## config.mk

```make
export PLATFORM = sky130hd
export DESIGN_NAME = mul_iter
export DESIGN_NICKNAME = d
export VERILOG_FILES = /design/src/rtl/mul_iter.sv
export SDC_FILE = /design/constraint.sdc
export NUM_CORES = 1
export LEC_CHECK = 0
export ABC_CLOCK_PERIOD_IN_PS = 9800
export BUFFER_PORTS_ARGS = -buffer_cell sky130_fd_sc_hd__buf_2
export CAP_MARGIN = 20
export CORE_ASPECT_RATIO = 1.75
export CORE_UTILIZATION = 55
export CTS_CLUSTER_DIAMETER = 100
export DETAILED_ROUTE_END_ITERATION = 8
export PLACE_DENSITY = 0.75
export SYNTH_ARGS = -nofsm -noshare
export SYNTH_HDL_FRONTEND = slang
export SYNTH_SLANG_ARGS = --single-unit
```

## constraint.sdc

```tcl
create_clock -name clk -period 9.8 [get_ports clk]
set_input_delay 0.98 -clock clk [delete_from_list [all_inputs] [get_ports clk]]
set_output_delay 0.98 -clock clk [all_outputs]
set_load 0.05 [all_outputs]
```

## src/rtl/mul_iter.sv

```systemverilog
// Iterative RV32M/RV64M multiplier: retires BPC multiplier bits per cycle on operand magnitudes,
// then applies the sign in one fix-up cycle and presents the selected half of the product.
module mul_iter #(
    parameter int XLEN = 32,
    parameter int BPC  = 4
) (
    input  logic            clk,
    input  logic            rst,
    input  logic            flush,
    input  logic            in_valid,
    output logic            in_ready,
    input  logic [1:0]      op,
    input  logic [XLEN-1:0] a,
    input  logic [XLEN-1:0] b,
    output logic            out_valid,
    input  logic            out_ready,
    output logic [XLEN-1:0] result
);

    localparam int STEPS = XLEN / BPC;
    localparam int CW    = $clog2(STEPS) + 1;
    localparam int W2    = 2 * XLEN;

    typedef enum logic [1:0] {
        ST_IDLE = 2'd0,
        ST_BUSY = 2'd1,
        ST_FIX  = 2'd2,
        ST_DONE = 2'd3
    } state_t;

    state_t          state_r;
    state_t          state_s;
    logic [1:0]      op_r;
    logic            neg_r;
    logic [W2-1:0]   mcand_r;
    logic [XLEN-1:0] mplier_r;
    logic [W2-1:0]   acc_r;
    logic [CW-1:0]   cnt_r;
    logic [XLEN-1:0] result_r;
    logic            in_ready_r;
    logic            out_valid_r;

    logic            a_neg_s;
    logic            b_neg_s;
    logic [XLEN-1:0] a_mag_s;
    logic [XLEN-1:0] b_mag_s;
    logic [W2-1:0]   pp_s;
    logic [W2-1:0]   product_s;
    logic [XLEN-1:0] slice_s;

    // Next-state logic; flush overrides every other transition.
    always_comb begin
        state_s = state_r;
        if (flush) begin
            state_s = ST_IDLE;
        end else begin
            case (state_r)
                ST_IDLE: begin
                    if (in_valid) begin
                        state_s = ST_BUSY;
                    end else begin
                        state_s = ST_IDLE;
                    end
                end
                ST_BUSY: begin
                    if (cnt_r == CW'(STEPS - 1)) begin
                        state_s = ST_FIX;
                    end else begin
                        state_s = ST_BUSY;
                    end
                end
                ST_FIX: begin
                    state_s = ST_DONE;
                end
                ST_DONE: begin
                    if (out_ready) begin
                        state_s = ST_IDLE;
                    end else begin
                        state_s = ST_DONE;
                    end
                end
                default: begin
                    state_s = ST_IDLE;
                end
            endcase
        end
    end

    // Operand magnitudes; the most-negative value negates to itself, which is its correct unsigned magnitude.
    always_comb begin
        a_neg_s = 1'b0;
        b_neg_s = 1'b0;
        if ((op == 2'b01) || (op == 2'b10)) begin
            a_neg_s = a[XLEN-1];
        end else begin
            a_neg_s = 1'b0;
        end
        if (op == 2'b01) begin
            b_neg_s = b[XLEN-1];
        end else begin
            b_neg_s = 1'b0;
        end
        if (a_neg_s) begin
            a_mag_s = (~a) + {{(XLEN-1){1'b0}}, 1'b1};
        end else begin
            a_mag_s = a;
        end
        if (b_neg_s) begin
            b_mag_s = (~b) + {{(XLEN-1){1'b0}}, 1'b1};
        end else begin
            b_mag_s = b;
        end
    end

    // Partial product of the pre-shifted multiplicand and the current multiplier digit, plus the signed fix-up.
    always_comb begin
        pp_s = mcand_r * {{(W2-BPC){1'b0}}, mplier_r[BPC-1:0]};
        if (neg_r) begin
            product_s = (~acc_r) + {{(W2-1){1'b0}}, 1'b1};
        end else begin
            product_s = acc_r;
        end
        if (op_r == 2'b00) begin
            slice_s = product_s[XLEN-1:0];
        end else begin
            slice_s = product_s[W2-1:XLEN];
        end
    end

    // Control state and handshake outputs.
    always_ff @(posedge clk or posedge rst) begin
        if (rst) begin
            state_r     <= ST_IDLE;
            in_ready_r  <= 1'b1;
            out_valid_r <= 1'b0;
        end else begin
            state_r     <= state_s;
            in_ready_r  <= (state_s == ST_IDLE);
            out_valid_r <= (state_s == ST_DONE);
        end
    end

    // Datapath: operand capture, shift-add iteration and result register.
    always_ff @(posedge clk or posedge rst) begin
        if (rst) begin
            op_r     <= 2'b00;
            neg_r    <= 1'b0;
            mcand_r  <= {W2{1'b0}};
            mplier_r <= {XLEN{1'b0}};
            acc_r    <= {W2{1'b0}};
            cnt_r    <= {CW{1'b0}};
            result_r <= {XLEN{1'b0}};
        end else begin
            case (state_r)
                ST_IDLE: begin
                    if (state_s == ST_BUSY) begin
                        op_r     <= op;
                        neg_r    <= a_neg_s ^ b_neg_s;
                        mcand_r  <= {{XLEN{1'b0}}, a_mag_s};
                        mplier_r <= b_mag_s;
                        acc_r    <= {W2{1'b0}};
                        cnt_r    <= {CW{1'b0}};
                    end else begin
                        cnt_r    <= cnt_r;
                    end
                end
                ST_BUSY: begin
                    acc_r    <= acc_r + pp_s;
                    mcand_r  <= mcand_r << BPC;
                    mplier_r <= mplier_r >> BPC;
                    cnt_r    <= cnt_r + CW'(1);
                end
                ST_FIX: begin
                    if (state_s == ST_DONE) begin
                        result_r <= slice_s;
                    end else begin
                        result_r <= result_r;
                    end
                end
                default: begin
                    result_r <= result_r;
                end
            endcase
        end
    end

    assign in_ready  = in_ready_r;
    assign out_valid = out_valid_r;
    assign result    = result_r;

endmodule

```

==> results by group <==
Run status
  – Status: completed

Clocking
  – Clk Latency, worst-skew pair: ~0.54 ns
  – Clock buffer count from CTS: 21
  – Post_cts resized: 0
  – Root Buffer: clkbuf_16
  – H-tree Lvls: 1
  – TritonCTS clock tree: done
  – CTS Hold Bufs: 0
  – CTS max path bufs: 3
  – Reg clk slew, reported paths: around 0.070 ns
  – Sink Count: between 200 and 250
  – Setup Buffers After CTS: 0

Synthesis
  – Most common cell in the netlist: inv_1
  – Synthesized area: ~21000 um2
  – Post-synth top cells: inv_1 (324), nand2_1 (256), and2_1 (241), o21ai_0 (241), dfrtp_1 (202)
  – Register bit total from synthesis: 203
  – Synth top area cells: dfrtp_1 (24%), fa_1 (17%), and2_1 (7.2%), inv_1 (5.8%), o21ai_0 (5.8%)
  – Post-synth cell types: 78
  – Syn. warnings: 0
  – Mapped Nets: 2839
  – EDFF count, synth: 0
  – Asr flop ratio synth: 100%
  – Avg Cell Area, Syn: roughly 8.3 um2
  – Share of the synthesized area in the top cell type: between 20% and 30%
  – Cells after Synth: roughly 2500
  – Ys flop type: dfrtp_1
  – Sequential share of the synthesized area: between 20 and 25%
  – Dominant cell type by area after synthesis: dfrtp_1

Die
  – Die height: 260 um
  – Initial Util: between 50% and 60%
  – Die area: 38900 um2
  – Ports: 105
  – Core footprint: about 38000 um2
  – FP Rows: 94
  – Die width: about 150 um

Pwr
  – Leak Pwr: 10.6 nW
  – Combinational fraction of design power: slightly below 70%
  – Internal power: between 3 and 4 mW
  – Sequential Power Share: a little under a fifth
  – VDD IR max: 0.178 mV
  – Power per cell area: 323 nW/um2
  – Psw: between 3 and 4 mW
  – Switching power share of the total: between 50% and 60%
  – Clock power frac: 12.0%

Route
  – Initial DRC Count: roughly 1300
  – DRC viols: 0
  – Vias: roughly 18000
  – DR vias/cell: ~5.9
  – WL final: around 62 mm
  – DR pass1 iterations: 5
  – Antenna Nets Post-Route: 0
  – WL/cell: 20.5 um

Timing
  – Setup_tns: 0 ns
  – Final hold violations: 0
  – Fmax: roughly 170 MHz
  – Skew final: about 0.026 ns
  – Final-report setup violation count: 0
  – Slew headroom: a little under a third
  – Period minus WS final: approximately 6.0 ns
  – Max-slew violations: 0
  – Period Utilization, post-route: about 61%
  – Worst-margin pin slew: ~1.0 ns
  – RSZ-0062 raised after global routing: false
  – WHS: 0.474 ns

Worst setup path
  – Beginning of the critical path: mplier_r[1]
  – CP cell instances: buf_4 -> and2_1 -> fa_1 -> fa_1 -> inv_1 -> fa_1 -> inv_1 -> ha_1 -> a21oi_1 -> o21bai_1 -> a2111oi_0 -> o21ai_0 -> a2111oi_0 -> a211oi_1 -> a2111oi_0 -> xor2_1 -> o21ai_0
  – Slowest stage delay, CP: 0.79 ns
  – Crit path max fanout: just under 60
  – Worst setup path endpoint: acc_r[62]
  – Worst Path Required: between 10 and 15 ns
  – Reg-to-reg critical path startpoint: mplier_r[1]
  – Cells on worst reg2reg path: 17
  – Family with the most delay on the worst path: compound AO/OA/AOI/OAI gates
  – Crit path capture type: flop
  – Critical path class: flop to flop
  – Reg-to-reg endpoint: acc_r[62]
  – R2r setup slk: about 3.8 ns
  – Arr. time, crit path: ~6.4 ns
  – Critical path's slowest cell: a2111oi_0
  – Startpoint Class: flop
  – CP Depth: 17
  – Crit path buf inv count: 3

Global route
  – Initial antenna violation count: 3
  – First-pass GRT wire length: around 99 mm
  – Gr ovfl total: 0
  – Vias in the first global route: about 18000
  – Pin count of the biggest net entering global routing: between 100 and 150
  – Tot GR Track Use: between 30% and 40%

Cells and area
  – FF/Latch Area: just over 5000 um2
  – Area grow syn2layout: 7.39%
  – Share of layout cells above drive strength 1: between 7 and 8%
  – Final Net Count: 2858
  – # fillers: roughly 3300
  – Area of the multi-input gates: ~14000 um2

Min path
  – Worst hold path class: flop to flop

Job
  – Max-cap violations: 0

Placed design
  – GP Congestion: between 1 and 1.5
  – Dpl hpwl: roughly 48 mm
  – PortBufs: 104
[layout by cell type, fill, tap and decap left out, types with 6 or more instances in the layout]
master,Yosys,routed
inv_1,324,323
nand2_1,256,255
o21ai_0,241,241
and2_1,241,241
dfrtp_1,202,201
fa_1,182,182
a21oi_1,121,121
xnor2_1,113,113
nor2_1,112,111
buf_2,0,104
ha_1,72,72
xor2_1,64,64
nand3_1,60,60
a22oi_1,49,49
a21o_1,37,37
o31ai_1,31,31
nor3_1,29,29
nand4_1,29,29
clkbuf_16,0,21
buf_4,0,17
o41ai_1,16,16
or3_1,14,14
or4_1,13,13
o221ai_1,12,12
a221o_1,11,11
a31oi_1,10,10
or2_2,9,9
nand2b_1,10,9
nor4_1,10,9
and3_1,9,9
o21a_1,9,9
nor2b_1,8,7
o21bai_1,7,7
nand3b_1,6,6
[power groups by stage]
stage	clock [mW]	combinational (mW)	sequential [mW]
6_report	0.873	4.99	1.40
3_5_place_dp	0	4.88	1.40
2_1_floorplan	0	3.62	1.31
3_3_place_gp	0	4.80	1.39
5_1_grt	0.918	5.56	1.43
4_1_cts	0.893	4.91	1.39
[metal layers]
| metal | GRT usage (%) | wire [um] | up-vias |
|---|---|---|---|
| met4 | 18.7 | 3810 | 0 |
| met1 | 40.7 | 24400 | 8790 |
| met5 | 0 | 0 | - |
| li1 | - | - | 8410 |
| met2 | 56.3 | 30400 | 626 |
| met3 | 4.28 | 3400 | 163 |
[flip-flops by register name, summed over array words and instances, names as in the netlist]
name,flops
acc_r,64
mplier_r,32
mcand_r,64
neg_r,1
in_ready,1
op_r,2
result,32
out_valid,1
state_r,2
cnt_r,4
[final cells by class]
| cell class | count | share of cell area, % |
|---|---|---|
| multi-input cells | 1862 | 63.1 |
| clock buffers | 25 | 2.49 |
| inverters | 324 | 5.45 |
| well taps | 480 | 2.67 |
| repair buffers | 121 | 2.88 |
| flip-flops and latches | 203 | 22.6 |
| diodes | 3 | 0.0334 |
| clock inverters | 10 | 0.713 |
[worst register-to-register path: stages (launching register included)]
cell and delay (ns):
dfrtp_1 0.41, buf_4 0.47, and2_1 0.25, fa_1 0.44, fa_1 0.54, inv_1 0.05, fa_1 0.50, inv_1 0.04
ha_1 0.45, a21oi_1 0.26, o21bai_1 0.11, a2111oi_0 0.41, o21ai_0 0.23, a2111oi_0 0.79, a211oi_1 0.17, a2111oi_0 0.49
xor2_1 0.17, o21ai_0 0.09
[per-stage QoR]
step / power [mW] / worst slack, ns / util, % / cells / instance area (um2)
final: 7.26 / 3.80 / 59.9 / 3028 / 22500
after CTS: 7.19 / 3.73 / 59.9 / 3025 / 22500
after floorplan: 4.93 / 3.28 / - / 2514 / 20900
after detailed placement: 6.28 / 3.74 / 57.9 / 2990 / 21700
after global routing: 7.91 / 3.30 / 59.9 / 3025 / 22500
after global placement: 6.19 / 3.88 / 57.9 / 2990 / 21700
[kinds of logic (layout without fill, tap and decap cells)]
| group | count (synthesis) | count (layout) | synth area share (%) |
|---|---|---|---|
| fa+ha+maj | 254 | 254 | 21.7 |
| flops | 203 | 203 | 24.3 |
| xor+xnor | 177 | 177 | 7.41 |
| other cells | 0 | 3 | 0 |
| mux | 4 | 4 | 0.197 |
| simple gates | 830 | 830 | 20.5 |
| buf+inv | 449 | 480 | 8.06 |
| compound gates | 597 | 597 | 17.8 |
[worst min path at each step]
stage	cells past startpoint	slack, ns	endpoint	startpoint
floorplan	1	0.46	cnt_r[3]	cnt_r[3]
global placement	2	0.45	result[7]	result[7]
detailed placement	2	0.46	result[14]	result[14]
CTS	2	0.48	result[14]	result[14]
global route	2	0.51	result[14]	result[14]
finish	2	0.47	result[11]	result[11]
Note: power is estimated with default switching activity, not from simulation.
